==> config.mk <==
export PLATFORM = sky130hd
export DESIGN_NAME = playback_ctrl
export DESIGN_NICKNAME = d
export VERILOG_FILES = /design/src/rtl/playback_ctrl.sv
export SDC_FILE = /design/constraint.sdc
export NUM_CORES = 1
export LEC_CHECK = 0
export CAP_MARGIN = 10
export CORE_ASPECT_RATIO = 1.25
export CORE_UTILIZATION = 55
export CTS_CLUSTER_DIAMETER = 50
export DETAILED_ROUTE_END_ITERATION = 10
export DONT_BUFFER_PORTS = 1
export GPL_ROUTABILITY_DRIVEN = 0
export HOLD_SLACK_MARGIN = 0.05
export PLACE_DENSITY = 0.67
export SYNTH_ARGS = -nofsm -noshare
export SYNTH_HDL_FRONTEND = slang
export SYNTH_SLANG_ARGS = --single-unit
==> constraint.sdc <==
create_clock -name clk -period 2.2 [get_ports clk]
set_input_delay 0.44 -clock clk [delete_from_list [all_inputs] [get_ports clk]]
set_output_delay 0.44 -clock clk [all_outputs]
set_load 0.01 [all_outputs]
==> src/rtl/playback_ctrl.sv <==
// playback_ctrl: gates the modulator's reads from the sample FIFO.
// Waits for a prefill level, passes reads through, rebuffers after a
// sustained empty FIFO, and drains the remaining samples on host stop.
//
// Ports:
//   clk          system clock, rising edge
//   rst          asynchronous active-low reset
//   run          host play enable (level)
//   fifo_level   FIFO occupancy, DEPTH_WIDTH+1 bits
//   fifo_empty   FIFO empty flag
//   fifo_rd_en   FIFO read strobe (combinational)
//   mod_read     modulator read request
//   mod_empty    empty flag shown to the modulator (combinational)
//   mod_enable   modulator enable (registered)
//   state        IDLE=0 PREFILL=1 PLAY=2 DRAIN=3
//   underrun     one-cycle pulse, one cycle after an underrun
//   underrun_cnt saturating underrun count
//   sample_cnt   wrapping count of delivered samples
//
// Build option: define PLAYBACK_STATS_EN to implement the two
// statistics counters; otherwise they are removed and read as 0.
`timescale 1ns/1ps

module playback_ctrl #(
   parameter int unsigned DEPTH_WIDTH   = 8,
   parameter int unsigned START_LEVEL   = 128,
   parameter int unsigned EMPTY_TIMEOUT = 1024,
   parameter int unsigned CNT_WIDTH     = 16
) (
   input  logic                 clk,
   input  logic                 rst,
   input  logic                 run,
   input  logic [DEPTH_WIDTH:0] fifo_level,
   input  logic                 fifo_empty,
   output logic                 fifo_rd_en,
   input  logic                 mod_read,
   output logic                 mod_empty,
   output logic                 mod_enable,
   output logic [1:0]           state,
   output logic                 underrun,
   output logic [CNT_WIDTH-1:0] underrun_cnt,
   output logic [CNT_WIDTH-1:0] sample_cnt
);

   typedef enum logic [1:0] {
      IDLE    = 2'd0,
      PREFILL = 2'd1,
      PLAY    = 2'd2,
      DRAIN   = 2'd3
   } st_t;

   localparam int unsigned TW = $clog2(EMPTY_TIMEOUT) + 1;

   localparam logic [DEPTH_WIDTH:0] START_LVL =
      (DEPTH_WIDTH+1)'(START_LEVEL);
   localparam logic [TW-1:0] TMR_LAST =
      TW'(EMPTY_TIMEOUT - 1);

   st_t           st_q;
   logic [TW-1:0] tmr_q;
   logic          active;
   logic          und_hit;
   logic          level_ok;
   logic          tmr_done;

   // PLAY and DRAIN are the only states that hand samples out.
   assign active = (st_q == PLAY) || (st_q == DRAIN);

   assign fifo_rd_en = mod_read & active & ~fifo_empty;
   assign mod_empty  = ~active | fifo_empty;
   assign state      = st_q;

   // An empty FIFO in DRAIN is the normal end of stream, not an underrun.
   assign und_hit  = (st_q == PLAY) & mod_read & fifo_empty;
   assign level_ok = fifo_level >= START_LVL;
   assign tmr_done = tmr_q == TMR_LAST;

   always_ff @(posedge clk or negedge rst) begin
      if (!rst) begin
         st_q       <= IDLE;
         mod_enable <= 1'b0;
         tmr_q      <= '0;
         underrun   <= 1'b0;
      end else begin
         underrun <= und_hit;
         unique case (st_q)
            IDLE: begin
               tmr_q <= '0;
               if (run) begin
                  st_q       <= PREFILL;
                  mod_enable <= 1'b0;
               end
            end
            PREFILL: begin
               tmr_q <= '0;
               if (!run) begin
                  st_q       <= IDLE;
                  mod_enable <= 1'b0;
               end else if (level_ok) begin
                  st_q       <= PLAY;
                  mod_enable <= 1'b1;
               end
            end
            PLAY: begin
               if (!run) begin
                  st_q       <= DRAIN;
                  mod_enable <= 1'b1;
                  tmr_q      <= '0;
               end else if (fifo_empty && tmr_done) begin
                  st_q       <= PREFILL;
                  mod_enable <= 1'b0;
                  tmr_q      <= '0;
               end else if (fifo_empty) begin
                  tmr_q <= tmr_q + 1'b1;
               end else begin
                  tmr_q <= '0;
               end
            end
            DRAIN: begin
               tmr_q <= '0;
               if (run) begin
                  st_q       <= PLAY;
                  mod_enable <= 1'b1;
               end else if (fifo_empty) begin
                  st_q       <= IDLE;
                  mod_enable <= 1'b0;
               end
            end
         endcase
      end
   end

`ifdef PLAYBACK_STATS_EN
   logic [CNT_WIDTH-1:0] und_cnt_q;
   logic [CNT_WIDTH-1:0] smp_cnt_q;

   always_ff @(posedge clk or negedge rst) begin
      if (!rst) begin
         und_cnt_q <= '0;
         smp_cnt_q <= '0;
      end else begin
         if (und_hit && (und_cnt_q != '1))
            und_cnt_q <= und_cnt_q + 1'b1;
         if (fifo_rd_en)
            smp_cnt_q <= smp_cnt_q + 1'b1;
      end
   end

   assign underrun_cnt = und_cnt_q;
   assign sample_cnt   = smp_cnt_q;
`else
   assign underrun_cnt = '0;
   assign sample_cnt   = '0;
`endif

endmodule

==> summary.md, run 1 <==
| Metric | Value |
|---|---|
| Vias per cell | `4.58` |
| Sequential area share after synthesis | `37.2%` |
| FF+latch count, synth | `14` |
| H-tree depth | `1` |
| Clock root buffer master | `clkbuf_4` |
| Pwr dens | `714 nW/um^2` |
| Unrepaired setup endpoints after global routing | `false` |
| CP Capture Type | `output pin` |
| DRT iter0 DRCs | `10` |
| Final Hold Viols | `0` |
| Antenna Nets Post-Route | `0` |
| CP max FO | `10` |
| Worst-path clk slew | `0.08 ns` |
| Skew final | `0.00324 ns` |
| Sw power | `0.210 mW` |
| Cells after DPL | `122` |
| # DRC | `0` |
| Initial antenna violation count | `0` |
| Worst min-delay path class | `in2reg` |
| Delay-heaviest family, CP | `flip-flops` |
| Status | `finished, final reports clean` |
| CTS tree | `yes` |
| Rows | `16` |
| Arrival time worst endpoint | `1.18 ns` |
| Synthesis-to-finish area growth | `-7.45%` |
| Post-layout nets | `125` |
| Synth Warn # | `0` |
| Die area | `about 1900 sq um` |
| Synth Instances | `107` |
| Fmax achieved | `619 MHz` |
| Crit share post-route | `73.5%` |
| Min Tclk post-route | `1.62 ns` |
| Post-synth top flop | `dfrtp_1` |
| I/O pin count | `52` |
| Buf+Inv Stages, Crit Path | `0` |
| Share of post-route cells with drive strength above 1 | `7.34%` |
| Vias | `582` |
| Worst path max stage delay | `just under 0.6 ns` |
| Clk pwr share | `between 20% and 30%` |
| Grt total ovfl | `0` |
| Final hold slack | `approximately 0.25 ns` |
| Slowest-stage cell, CP | `dfrtp_1` |
| Switching share of total power | `approximately 34%` |
| Fin util | `between 50% and 60%` |
| Post-synth top area share | `between 30% and 40%` |
| CTS Buffer Depth | `2` |
| Reg power frac | `53.8%` |
| Reg2reg start | `tmr_q[0]$_DFF_PN0_` |
| Initial core utilization | `59.5%` |
| Drt pass-1 iters | `4` |
| Mapped Avg Cell Area | `8.79 sq um` |
| Hold_sp | `run` |
| Core area | `1580 sq um` |
| Logic pwr share | `roughly 17%` |
| Largest net degree at the start of global routing | `15` |
| Synth Cell Area | `941 sq um` |
| Vias in the first global route | `507` |
| Most common cell in the netlist | `buf_4` |
| DP HPWL | `950 um` |
| Die height | `48.2 um` |
| VDD IR-drop max | `0.000306 V` |
| Tot Pwr | `0.622 mW` |
| Post-synth EDFFs | `0` |
| Final TNS setup | `0 ns` |
| Yosys top cell by area | `dfrtp_1` |
| Max-cap viol count | `0` |
| Diode count | `0` |
| Total CTS buffers | `3` |
| Commonest cells in the netlist | `buf_4 (34), nor2_1 (19), dfrtp_1 (14), xnor2_1 (7)` |
| Critical path origin | `mod_enable$_DFFE_PN0P_` |
| Internal power | `about 0.41 mW` |
| First-pass GRT wire length | `1890 um` |
| CP cell instances | `nand2_1 -> nor2_1` |
| Number of port buffers | `0` |
| Worst-margin pin slew | `0.646 ns` |
| Wire per inst | `10.4 um` |
| Non-Filler Instances | `127` |
| CP Launch Type | `register` |
| Critical Path RT | `1.76 ns` |
| Post-synth cell types | `21` |
| Pleak | `0.394 nW` |
| # Post-CTS Setup Buffers | `0` |
| Detailed Route WL | `1320 um` |
| GRT Total Usage | `15.0%` |
| Top post-synthesis cells by area | `dfrtp_1 (37%), buf_4 (27%), nor2_1 (7.6%), xnor2_1 (6.5%), nor3_2 (2.1%)` |
| Post_cts resized | `0` |
| Critical path class | `reg2out` |
| Chip Width | `39.0 um` |
| Final setup violation count | `0` |
| Max Slew Vio Count | `0` |
| Worst skew pair latency | `0.28 ns` |
| Clk sinks | `14` |
| Slew HR | `between 50% and 60%` |
| Fraction of registers with async set/reset | `100%` |
==> cells in the final DEF, fill, tap and decap left out, drive strengths merged <==
master | Yosys | final
nor2 | 19 | 19
inv | 5 | 5
o21ai | 2 | 2
xnor2 | 7 | 7
a31oi | 2 | 2
nand2b | 2 | 2
nor3b | 1 | 1
nand4 | 3 | 3
o311ai | 1 | 1
nor3 | 4 | 4
a21o | 1 | 1
dlygate4sd3 | 0 | 1
nor4 | 1 | 1
conb | 1 | 32
dfrtp | 14 | 14
nand2 | 5 | 5
ha | 1 | 1
xor2 | 1 | 1
clkbuf | 0 | 4
nand3 | 3 | 3
==> through the flow <==
step	setup slack, ns	cell area, sq um
2_1_floorplan	0.928	1060
3_3_place_gp	0.741	825
3_5_place_dp	0.730	825
4_1_cts	0.570	871
5_1_grt	0.476	871
6_report	0.583	871
==> cells by family (layout without fill, tap and decap cells) <==
group,after synthesis,after routing,synth area share [%]
other,1,32,0.399
adder cells (fa/ha/maj),1,1,1.33
buffers and inverters,39,10,29.1
flip-flops,14,14,37.2
AND/OR/NAND/NOR,38,38,20.3
AO/OA/AOI/OAI,6,6,4.12
XOR/XNOR,8,8,7.45
==> final cells by class <==
| cell class | count | area, sq um |
|---|---|---|
| fill | 160 | 711 |
| multi-input combinational | 85 | 433 |
| sequential | 14 | 350 |
| clock buffer | 4 | 36.3 |
| tap | 18 | 22.5 |
| inverter | 5 | 18.8 |
| timing repair buffer | 1 | 10.0 |
==> state kept, by name, indices dropped and copies added, names as in the netlist <==
signal,count
state,1
underrun,1
mod_enable,1
tmr_q,11
==> power groups by stage <==
| stage | registers, mW | clock network, mW | logic [mW] |
|---|---|---|---|
| 4_1_cts | 0.335 | 0.192 | 0.103 |
| 5_1_grt | 0.343 | 0.205 | 0.123 |
| 3_5_place_dp | 0.341 | 0 | 0.0963 |
| 6_report | 0.335 | 0.184 | 0.103 |
| 3_3_place_gp | 0.338 | 0 | 0.0956 |
| 2_1_floorplan | 0.326 | 0 | 0.151 |
==> timing repair <==
item	4_1_cts	5_1_grt
hold buffers	1	0
endpoints found under the setup margin	0	0
endpoints found under the hold margin	14	0
==> layer usage <==
metal	track usage, %	share of wire [%]
met1	15.7	41
met4	8.28	1.6
met3	2.74	4.6
met5	0	0
met2	28.0	53
==> final timing paths <==
check	endpoint	slack [ns]	cells after the start
worst max-delay path	fifo_rd_en	0.58	2
worst min-delay path	mod_enable$_DFFE_PN0P_	0.25	1
worst max register to register	tmr_q[6]$_DFF_PN0_	0.74	5
worst min register to register	tmr_q[0]$_DFF_PN0_	0.49	1
max in group asynchronous	tmr_q[10]$_DFF_PN0_	1.17	1
min in group asynchronous	underrun$_DFF_PN0_	0.62	1
Note: power is estimated with default switching activity, not from simulation.
==> run 2, diff against run 1 <==
- clock period: 2.2 -> 1.59 ns (I/O delays scaled with it)
==> run 2 against run 1 <==
Compared with the run above:
- sequential share of layout area rose by 0.086 points
- sequential cell count stayed put
- final cell count unchanged
- utilization up 0.079 points
- combinational power up 39%
- largest power group unchanged
==> summary.md, run 2 (synthesized netlist as in run 1, its figures left out) <==
| Metric | Value |
|---|---|
| GRT Total Usage | `15.0% (unchanged)` |
| Final hold slack | `0.129 ns (-0.125 ns)` |
| CP Launch Type | `register` |
| Chip Width | `39.0 um (unchanged)` |
| DRT iter0 DRCs | `10 (unchanged)` |
| Synthesis-to-finish area growth | `-7.31%` |
| # DRC | `0 (unchanged)` |
| Grt total ovfl | `0 (unchanged)` |
| Pre-CTS WS | `0.120 ns (-0.610 ns)` |
| Most frequent cells in the layout | `conb_1 (32), nor2_1 (19), dfrtp_1 (13), xnor2_1 (7)` |
| CP max FO | `9 (-1)` |
| CTS tree | `yes` |
| Rows | `16 (unchanged)` |
| Skew final | `0.00336 ns (+0.000119 ns)` |
| Critical path class | `reg2reg` |
| Worst min-delay path class | `in2reg` |
| Arrival time worst endpoint | `1.62 ns (+0.44 ns)` |
| Drt pass-1 iters | `4 (unchanged)` |
| # Post-CTS Setup Buffers | `0 (unchanged)` |
| H-tree depth | `1 (unchanged)` |
| Unrepaired setup endpoints after global routing | `false` |
| Pwr dens | `990 nW/um^2 (+39%)` |
| Biggest register | `tmr_q` |
| Final Hold Viols | `0 (unchanged)` |
| Crit share post-route | `roughly 92%` |
| Critical Path RT | `1.75 ns (about the same)` |
| Commonest non-fill, non-tap cell in the layout | `conb_1` |
| Fmax achieved | `between 600 and 700 MHz` |
| Clock root buffer master | `clkbuf_4` |
| Worst skew pair latency | `0.28 ns (about the same)` |
| Share of post-route cells with drive strength above 1 | `8.26% (+0.92 points)` |
| Post-layout nets | `125 (unchanged)` |
| Final TNS setup | `0 ns (unchanged)` |
| Diode count | `0 (unchanged)` |
| First-pass GRT wire length | `1890 um (unchanged)` |
| Final setup violation count | `0 (unchanged)` |
| Vias per cell | `4.57 (-0.17%)` |
| Total CTS buffers | `3 (unchanged)` |
| Max reg flops | `11 (unchanged)` |
| Die height | `48.2 um (unchanged)` |
| DP HPWL | `950 um (unchanged)` |
| Slew HR | `56.9% (+0.17 points)` |
| Min Tclk post-route | `1.46 ns` |
| Number of port buffers | `0 (unchanged)` |
| Slack of the critical path | `0.134 ns (-0.450 ns)` |
| Pleak | `0.393 nW (-0.33%)` |
| Detailed Route WL | `1320 um (-0.23%)` |
| Wire per inst | `10.4 um (-0.23%)` |
| Worst-margin pin slew | `0.644 ns (-0.00249 ns)` |
| Largest net degree at the start of global routing | `15 (unchanged)` |
| Initial core utilization | `59.5% (unchanged)` |
| Vias | `581 (-0.17%)` |
| CP Capture Type | `register` |
| Max-cap viol count | `0 (unchanged)` |
| CTS Buffer Depth | `2 (unchanged)` |
| Clk sinks | `14 (unchanged)` |
| Vias in the first global route | `507 (unchanged)` |
| Antenna Nets Post-Route | `0 (unchanged)` |
| Status | `finished, final reports clean` |
| Max Slew Vio Count | `0 (unchanged)` |
| Die area | `1880 sq um (unchanged)` |
| I/O pin count | `52 (unchanged)` |
| Fin util | `55.1% (+0.079 points)` |
| Worst-path clk slew | `0.09 ns (about the same)` |
| Core area | `1580 sq um (unchanged)` |
| Initial antenna violation count | `0 (unchanged)` |
| VDD IR-drop max | `0.000423 V (+38%)` |
==> run 2: area by class of cell <==
| cell class | count | area (sq um) |
|---|---|---|
| clock buffer | 4 | 36.3 |
| sequential | 14 | 352 |
| timing repair buffer | 1 | 10.0 |
| tap | 18 | 22.5 |
| multi-input combinational | 85 | 433 |
| inverter | 5 | 18.8 |
| fill | 161 | 709 |
==> run 2: what timing repair did <==
item                                   in CTS  in global routing
endpoints found under the hold margin      14                  0
hold buffers                                1                  0
setup endpoints to repair                   0                  1
resized for setup                           0                  1
==> run 2: critical path: stages, from the launching register on <==
cell     delay [ns]
dfrtp_1        0.39
ha_1           0.22
nand4_1        0.16
nor3_2         0.16
a21o_1         0.30
nor2_1         0.09
==> run 2: through the flow <==
step                cell area (sq um)  instances  power [mW]
global route                      872        127       0.931
global placement                  825        122       0.601
CTS                               871        127       0.871
floorplan                        1060        138       0.660
finish                            872        127       0.863
detailed placement                825        122       0.605
==> run 2: routing by layer <==
metal / part of all wire, % / GRT usage, % / up-vias / wire length, um
li1: - / - / 286 / -
met1: 41 / 15.7 / 269 / 536
met2: 53 / 28.0 / 22 / 700
met3: 4.3 / 2.74 / 4 / 57
met4: 1.6 / 8.28 / 0 / 21
met5: 0 / 0 / - / 0
==> run 2: final timing paths <==
check	start	to	slack, ns	depth (start not counted)
max	tmr_q[0]$_DFF_PN0_	tmr_q[6]$_DFF_PN0_	0.13	5
min reg2reg	tmr_q[0]$_DFF_PN0_	tmr_q[0]$_DFF_PN0_	0.49	1
min	run	mod_enable$_DFFE_PN0P_	0.13	1
max reg2reg	tmr_q[0]$_DFF_PN0_	tmr_q[6]$_DFF_PN0_	0.13	5
min in group asynchronous	rst	underrun$_DFF_PN0_	0.50	1
max in group asynchronous	rst	mod_enable$_DFFE_PN0P_	0.64	1
==> run 2: where the power goes <==
group / leakage, nW / total, mW / internal, mW / switching, mW
sequential: 0.191 / 0.466 / 0.390 / 0.0762
clock: 0.0210 / 0.255 / 0.139 / 0.115
combinational: 0.181 / 0.143 / 0.0442 / 0.0986
